[config.mk]
export PLATFORM = sky130hd
export DESIGN_NAME = spu_fetch_unit
export DESIGN_NICKNAME = d
export VERILOG_FILES = /design/src/rtl/spu_fetch_pkg.sv /design/src/rtl/spu_fetch_queue.sv /design/src/rtl/spu_fetch_unit.sv
export SDC_FILE = /design/constraint.sdc
export NUM_CORES = 1
export LEC_CHECK = 0
export CAP_MARGIN = 10
export CORE_ASPECT_RATIO = 1.5
export CORE_MARGIN = 3
export CORE_UTILIZATION = 50
export DETAILED_ROUTE_END_ITERATION = 8
export PLACE_DENSITY = 0.72
export SLEW_MARGIN = 20
export SYNTH_ARGS = -nofsm -noshare
export SYNTH_HDL_FRONTEND = slang
export SYNTH_SLANG_ARGS = --single-unit
[constraint.sdc]
create_clock -name clk -period 5.2 [get_ports clk]
set_input_delay 0.78 -clock clk [delete_from_list [all_inputs] [get_ports clk]]
set_output_delay 0.78 -clock clk [all_outputs]
set_load 0.005 [all_outputs]
[src/rtl/spu_fetch_pkg.sv]
// spu_fetch_pkg: shared types and constants for the SPU dual-issue fetch stage.
//   FETCH_BYTES   - bytes per instruction pair (one fetch request)
//   fetch_pair_t  - queued pair: {address+8, first word, second word}
//   cnt_width()   - width of a 0..depth counter
package spu_fetch_pkg;

   localparam int PC_BITS       = 32;
   localparam int FQ_DEPTH_DFLT = 4;
   localparam int FETCH_BYTES   = 8;

   function automatic int cnt_width(input int depth);
      return $clog2(depth + 1);
   endfunction

   localparam int CNT_W = cnt_width(FQ_DEPTH_DFLT);

   typedef struct packed {
      logic [PC_BITS-1:0] pc_plus8;
      logic [31:0]        instr1;
      logic [31:0]        instr2;
   } fetch_pair_t;

endpackage

[src/rtl/spu_fetch_queue.sv]
// spu_fetch_queue: small synchronous FIFO with flush.
//   clk, reset   - rising-edge clock, synchronous active-high reset
//   push_i       - write data_i (caller must not push when full unless popping)
//   pop_i        - drop the head entry (ignored when empty)
//   flush_i      - discard all entries; wins over push/pop
//   head_o       - oldest entry (combinational read)
//   empty_o, full_o, count_o - occupancy status
module spu_fetch_queue #(
   parameter int DEPTH = 4,
   parameter int DW    = 8
) (
   input  logic                         clk,
   input  logic                         reset,
   input  logic                         push_i,
   input  logic                         pop_i,
   input  logic                         flush_i,
   input  logic [DW-1:0]                data_i,
   output logic [DW-1:0]                head_o,
   output logic                         empty_o,
   output logic                         full_o,
   output logic [$clog2(DEPTH+1)-1:0]   count_o
);

   localparam int AW = (DEPTH > 1) ? $clog2(DEPTH) : 1;
   localparam int CW = $clog2(DEPTH + 1);

   logic [DW-1:0] mem_q [DEPTH];
   logic [AW-1:0] wr_ptr_q, rd_ptr_q;
   logic [CW-1:0] cnt_q;
   logic          push_ok, pop_ok;

   assign empty_o = (cnt_q == '0);
   assign full_o  = (cnt_q == CW'(DEPTH));
   assign count_o = cnt_q;
   assign head_o  = mem_q[rd_ptr_q];

   assign push_ok = push_i && !flush_i;
   assign pop_ok  = pop_i && !empty_o && !flush_i;

   // Storage is not reset; entries are only visible through count.
   always_ff @(posedge clk) begin
      if (push_ok) mem_q[wr_ptr_q] <= data_i;
   end

   // DEPTH is a power of two, so pointers wrap naturally.
   always_ff @(posedge clk) begin
      if (reset || flush_i) begin
         wr_ptr_q <= '0;
         rd_ptr_q <= '0;
         cnt_q    <= '0;
      end else begin
         if (push_ok) wr_ptr_q <= wr_ptr_q + AW'(1);
         if (pop_ok)  rd_ptr_q <= rd_ptr_q + AW'(1);
         cnt_q <= cnt_q + CW'(push_ok) - CW'(pop_ok);
      end
   end

endmodule

[src/rtl/spu_fetch_unit.sv]
// spu_fetch_unit: dual-issue instruction fetch stage.
//   clk, reset                 - rising-edge clock, synchronous active-high reset
//   imem_req/addr/ready        - 8-byte pair request to instruction local store
//   imem_rvalid/rdata          - in-order responses, [63:32] = word at addr
//   stall                      - decode back-pressure, holds the head pair
//   redirect/redirect_pc       - branch/flush, new fetch address (low 3 bits ignored)
//   fetch_valid, PC_adderOut,
//   instruction1/instruction2  - head pair towards IF/ID (zero when empty)
module spu_fetch_unit
   import spu_fetch_pkg::*;
#(
   parameter int                   PCbitsize = PC_BITS,
   parameter int                   FQ_DEPTH  = FQ_DEPTH_DFLT,
   parameter logic [PCbitsize-1:0] RESET_PC  = '0
) (
   input  logic                 clk,
   input  logic                 reset,
   output logic                 imem_req,
   output logic [PCbitsize-1:0] imem_addr,
   input  logic                 imem_ready,
   input  logic                 imem_rvalid,
   input  logic [63:0]          imem_rdata,
   input  logic                 stall,
   input  logic                 redirect,
   input  logic [PCbitsize-1:0] redirect_pc,
   output logic                 fetch_valid,
   output logic [PCbitsize-1:0] PC_adderOut,
   output logic [31:0]          instruction1,
   output logic [31:0]          instruction2
);

   localparam int CW = cnt_width(FQ_DEPTH);
   localparam int SW = CW + 1;
   localparam int PW = $bits(fetch_pair_t);

   logic [PCbitsize-1:0] fetch_pc_q, fetch_pc_d;
   logic [CW-1:0]        drop_q, drop_d;
   logic [CW-1:0]        fq_cnt, out_cnt;
   logic                 fq_empty, fq_full, af_empty, af_full;
   logic [PCbitsize-1:0] af_head;
   fetch_pair_t          fq_in, fq_head;
   logic                 credit_ok, accept, resp, keep, pop, push;

   // Queued pairs plus in-flight requests never exceed the queue, so every
   // response always has a slot. af_full is redundant with this but cheap.
   assign credit_ok = ((SW'(fq_cnt) + SW'(out_cnt)) < SW'(FQ_DEPTH)) && !af_full;
   assign imem_req  = !reset && !redirect && credit_ok;
   assign imem_addr = fetch_pc_q;
   assign accept    = imem_req && imem_ready;

   assign resp = imem_rvalid && !af_empty;
   // A response arriving in a redirect cycle is wrong-path and is discarded.
   assign keep = resp && (drop_q == '0) && !redirect;
   assign pop  = !fq_empty && !stall && !redirect;
   assign push = keep && (!fq_full || pop);

   assign fq_in = '{pc_plus8: af_head,
                    instr1:   imem_rdata[63:32],
                    instr2:   imem_rdata[31:0]};

   // In-flight request addresses (already +8); its count is the outstanding count.
   spu_fetch_queue #(.DEPTH(FQ_DEPTH), .DW(PCbitsize)) u_addr_fifo (
      .clk     (clk),
      .reset   (reset),
      .push_i  (accept),
      .pop_i   (resp),
      .flush_i (1'b0),
      .data_i  (fetch_pc_q + PCbitsize'(FETCH_BYTES)),
      .head_o  (af_head),
      .empty_o (af_empty),
      .full_o  (af_full),
      .count_o (out_cnt)
   );

   spu_fetch_queue #(.DEPTH(FQ_DEPTH), .DW(PW)) u_fetch_q (
      .clk     (clk),
      .reset   (reset),
      .push_i  (push),
      .pop_i   (pop),
      .flush_i (redirect),
      .data_i  (fq_in),
      .head_o  (fq_head),
      .empty_o (fq_empty),
      .full_o  (fq_full),
      .count_o (fq_cnt)
   );

   assign fetch_valid  = !fq_empty;
   assign PC_adderOut  = fq_empty ? '0 : fq_head.pc_plus8;
   assign instruction1 = fq_empty ? '0 : fq_head.instr1;
   assign instruction2 = fq_empty ? '0 : fq_head.instr2;

   always_comb begin
      fetch_pc_d = fetch_pc_q;
      drop_d     = drop_q;
      if (redirect) begin
         fetch_pc_d = {redirect_pc[PCbitsize-1:3], 3'b000};
         // Everything still in flight after this cycle is wrong-path.
         drop_d     = out_cnt - CW'(resp);
      end else begin
         if (accept) fetch_pc_d = fetch_pc_q + PCbitsize'(FETCH_BYTES);
         if (resp && (drop_q != '0)) drop_d = drop_q - CW'(1);
      end
   end

   always_ff @(posedge clk) begin
      if (reset) begin
         fetch_pc_q <= RESET_PC;
         drop_q     <= '0;
      end else begin
         fetch_pc_q <= fetch_pc_d;
         drop_q     <= drop_d;
      end
   end

endmodule
==> impl_metrics.yaml <==
worst_setup_path:
  crit_arrival_ns: 3.09
  worstSetupPathDepth: 4
  critPathBufInv: 2
  critPathMaxStageDelay_ns: 0.70
  crit_start: "u_fetch_q.count_o[1]"
  crit_required_ns: 4.42
  setup.worst_path.start_class: "flip-flop"
  r2r-start: "u_addr_fifo.count_o[2]"
  path_cells: "or3_2, buf_4, and2_1, clkdlybuf4s50_1"
  cp_top_family: "buffers and inverters"
  reg2regPathDepth: 11
  cp_max_fo: 53
  end_kind: "output pin"
  r2r_slack_ns: 2.08
  crit_path_end: "instruction1[11]"
  cpMaxStageDelayCell: "or3_2"
  r2r-end: "u_addr_fifo.count_o[2]"
  crit_type: "reg2out"
floorplan:
  io_pins: 232
  die_x_um: 176.0
  dieHeight_um: 261.1
  core-area_sq_um: 42480
  initial_core_util_pct: 51.05
  rows: 92
  dieArea_sq_um: 45950
flow_run:
  drv_cap: 0
cells_and_area:
  mostFrequentLayoutCells: "488 x edfxtp_1, 222 x clkdlybuf4s50_1, 122 x mux4_2"
  n_antenna_cell: 0
  syn_to_final_growth_pct: 20.04
  multiInputGateArea_sq_um: 5588
  regArea_sq_um: 15670
  fillCellCount: 2978
  drive_gt1_share_pct: 15.93
  final_common_cell: "edfxtp_1"
  final_nets: 1521
yosys:
  synth_top_cell_by_area: "edfxtp_1"
  synth_top_area_share_pct: 67.58
  synth-seq-cells: 538
  postSynthAreaPerCell_sq_um: 18.47
  synth_seq_area_share_pct: 72.19
  synth_ff_type: "edfxtp_1"
  synth_cell_type_count: 65
  yosysWarnings: 0
  mappedNetlistArea_sq_um: 21680
  synth_area_leaders: "edfxtp_1 68%, mux4_2 13%, dfxtp_1 4.6%"
  syn_inst: 1174
  synth_edf_count: 488
  async_flop_share_pct: 0
cts:
  cts_setup_buffers: 0
  h-tree-depth: 2
  cts_buffers: 49
  clkSlewWorstSetupHoldPaths_ns: 0.06
  cts_tree: "done"
  cts.repair.resized: 0
  cts.path.max_buffers: 3
  ctsHoldBuffers: 0
  clock_sinks: 538
  clkLatencyLatePin_ns: 0.56
  root_buffer: "clkbuf_16"
global_routing:
  grt_max_degree: 79
  overflow: 0
  track_usage_pct: 18.46
  grt.met2_usage_pct: 34.12
  antenna_found_initial: 0
  grt_pass1_vias: 11830
  grt_pass1_wl_um: 66180
  use_met3_pct: 2.669
  grt-busiest-layer: "met2"
  grtUsageMet1_pct: 22.57
sta:
  fmax_mhz: 258.6
  tns_ns: 0
  tightestPinTransition_ns: 1.051
  slew-limit-headroom_pct: 29.50
  timing_hold_violations_final: 0
  setup_viol: 0
  post-route-period-util_pct: 74.37
  skew_ns: 0.01591
  final_max_slew_viol_count: 0
  rsz0062_at_grt: "no"
  period_needed_ns: 3.867
  postLayoutSetupSlackWorst_ns: 1.333
detailed_routing:
  wire_per_inst_um: 21.21
  ant_nets: 0
  drtIter0Drc: 719
  drcViolationCount: 0
  routed_wl_um: 42310
  dr.pass1.iters: 4
  num_vias: 11140
  vias_per_cell: 5.584
pwr:
  sequentialPowerShare_pct: 54.3
  p_comb_share_pct: 10.8
  p_sw_share_pct: 21.91
  power_leakage_nw: 8.288
  p_clk_share_pct: 34.9
  switchingPower_w: 0.002078
  power_density_nw_per_um2: 364.3
  irDropWorstVdd_v: 0.0003481
  p_int_w: 0.007405
place:
  portBuffers: 222
  hpwlAfterDp_um: 27170
  gp_congestion: 0.8071
  dp_worst_setup_slack_ns: 1.280
outcome:
  status: "finished clean"
min_path:
  holdCritPathClass: "reg2reg"
-- worst min path at each step --
stage                            startpoint                      end  slack, ns  cells after the start
floorplan           u_addr_fifo.wr_ptr_q[1]  u_addr_fifo.wr_ptr_q[1]       0.47                      2
global placement    u_addr_fifo.wr_ptr_q[1]  u_addr_fifo.wr_ptr_q[1]       0.48                      2
detailed placement  u_addr_fifo.wr_ptr_q[1]  u_addr_fifo.wr_ptr_q[1]       0.49                      2
CTS                 u_addr_fifo.wr_ptr_q[1]  u_addr_fifo.wr_ptr_q[1]       0.50                      2
global route        u_addr_fifo.wr_ptr_q[1]  u_addr_fifo.wr_ptr_q[1]       0.53                      2
finish              u_addr_fifo.wr_ptr_q[1]  u_addr_fifo.wr_ptr_q[1]       0.50                      2
-- cells by family (layout without fill, tap and decap cells) --
group           after synthesis  after routing  share of synthesized area [%]
xor+xnor                     39             39                          1.575
flops                       538            538                          72.19
other cells                   1              6                        0.01729
fa+ha+maj                    21             21                          1.281
mux                         124            124                          12.77
simple gates                266            266                          7.184
compound gates               78             78                          2.804
buf+inv                     107            359                          2.175
-- routing by layer --
metal	wire length, um	share of wire [%]	vias up
met1	16520	39	5667
met3	1918	4.5	67
met2	22990	54	319
li1	-	-	5088
met5	0	0	-
met4	892	2.1	0
-- power groups by stage --
| stage | clock [W] | combinational (W) | sequential, W |
|---|---|---|---|
| 2_1_floorplan | 0 | 0.000685 | 0.00516 |
| 3_3_place_gp | 0 | 0.00101 | 0.00524 |
| 3_5_place_dp | 0 | 0.00104 | 0.00525 |
| 4_1_cts | 0.00340 | 0.00104 | 0.00515 |
| 5_1_grt | 0.00355 | 0.00112 | 0.00518 |
| 6_report | 0.00331 | 0.00102 | 0.00515 |
-- cell usage after synthesis, drive strengths merged (2+ instances only) --
master	n
a31oi	9
and2	105
a211o	5
edfxtp	488
mux4	122
fa	2
o22ai	5
o21ai	3
a22oi	3
nand2	38
o211ai	7
a211oi	2
a21oi	11
a311o	3
xor2	11
dfxtp	50
nand4	16
o41a	2
clkbuf	37
a2111o	4
nor2b	2
nor4b	2
or4	5
buf	38
and3	17
nand3	26
o31ai	2
nor2	27
ha	19
nor3	6
or3b	2
a311oi	2
inv	31
and4	5
a41oi	5
o31a	5
nor4	10
or3	2
a21bo	3
xnor2	28
-- worst min-delay path, stage by stage, from the launching register on --
cell	delay, ns
dfxtp_1	0.34
nand2_1	0.06
a21oi_1	0.05
-- through the flow --
step                      total power (W)  utilization [%]  instances  instance area [sq um]  hold slack [ns]
after detailed placement         0.006283            57.81       1911                  24560           0.4913
after CTS                        0.009595            61.28       1995                  26030           0.4999
after global routing             0.009856            61.28       1995                  26030           0.5315
after global placement           0.006241            57.81       1911                  24560           0.4828
after floorplan                  0.005843                -       1179                  21700           0.4692
final                            0.009484            61.28       1995                  26030           0.4981
-- registers in the layout (all words and copies together) (netlist names), named ones only --
signal,count
u_fetch_q.rd_ptr_q,2
u_addr_fifo.mem_q,116
u_fetch_q.mem_q,372
drop_q,3
u_addr_fifo.wr_ptr_q,2
imem_addr,29
u_addr_fifo.count_o,3
u_fetch_q.wr_ptr_q,2
u_fetch_q.count_o,3
u_addr_fifo.rd_ptr_q,2
-- layout make-up --
type	instances	area share, %
Inverter	32	0.4614
Tap cell	564	2.711
Timing Repair Buffer	243	9.527
Multi-Input combinational cell	534	21.47
Clock buffer	63	5.114
Clock inverter	21	0.5383
Sequential cell	538	60.18
Power figures use the tool's default switching activity.
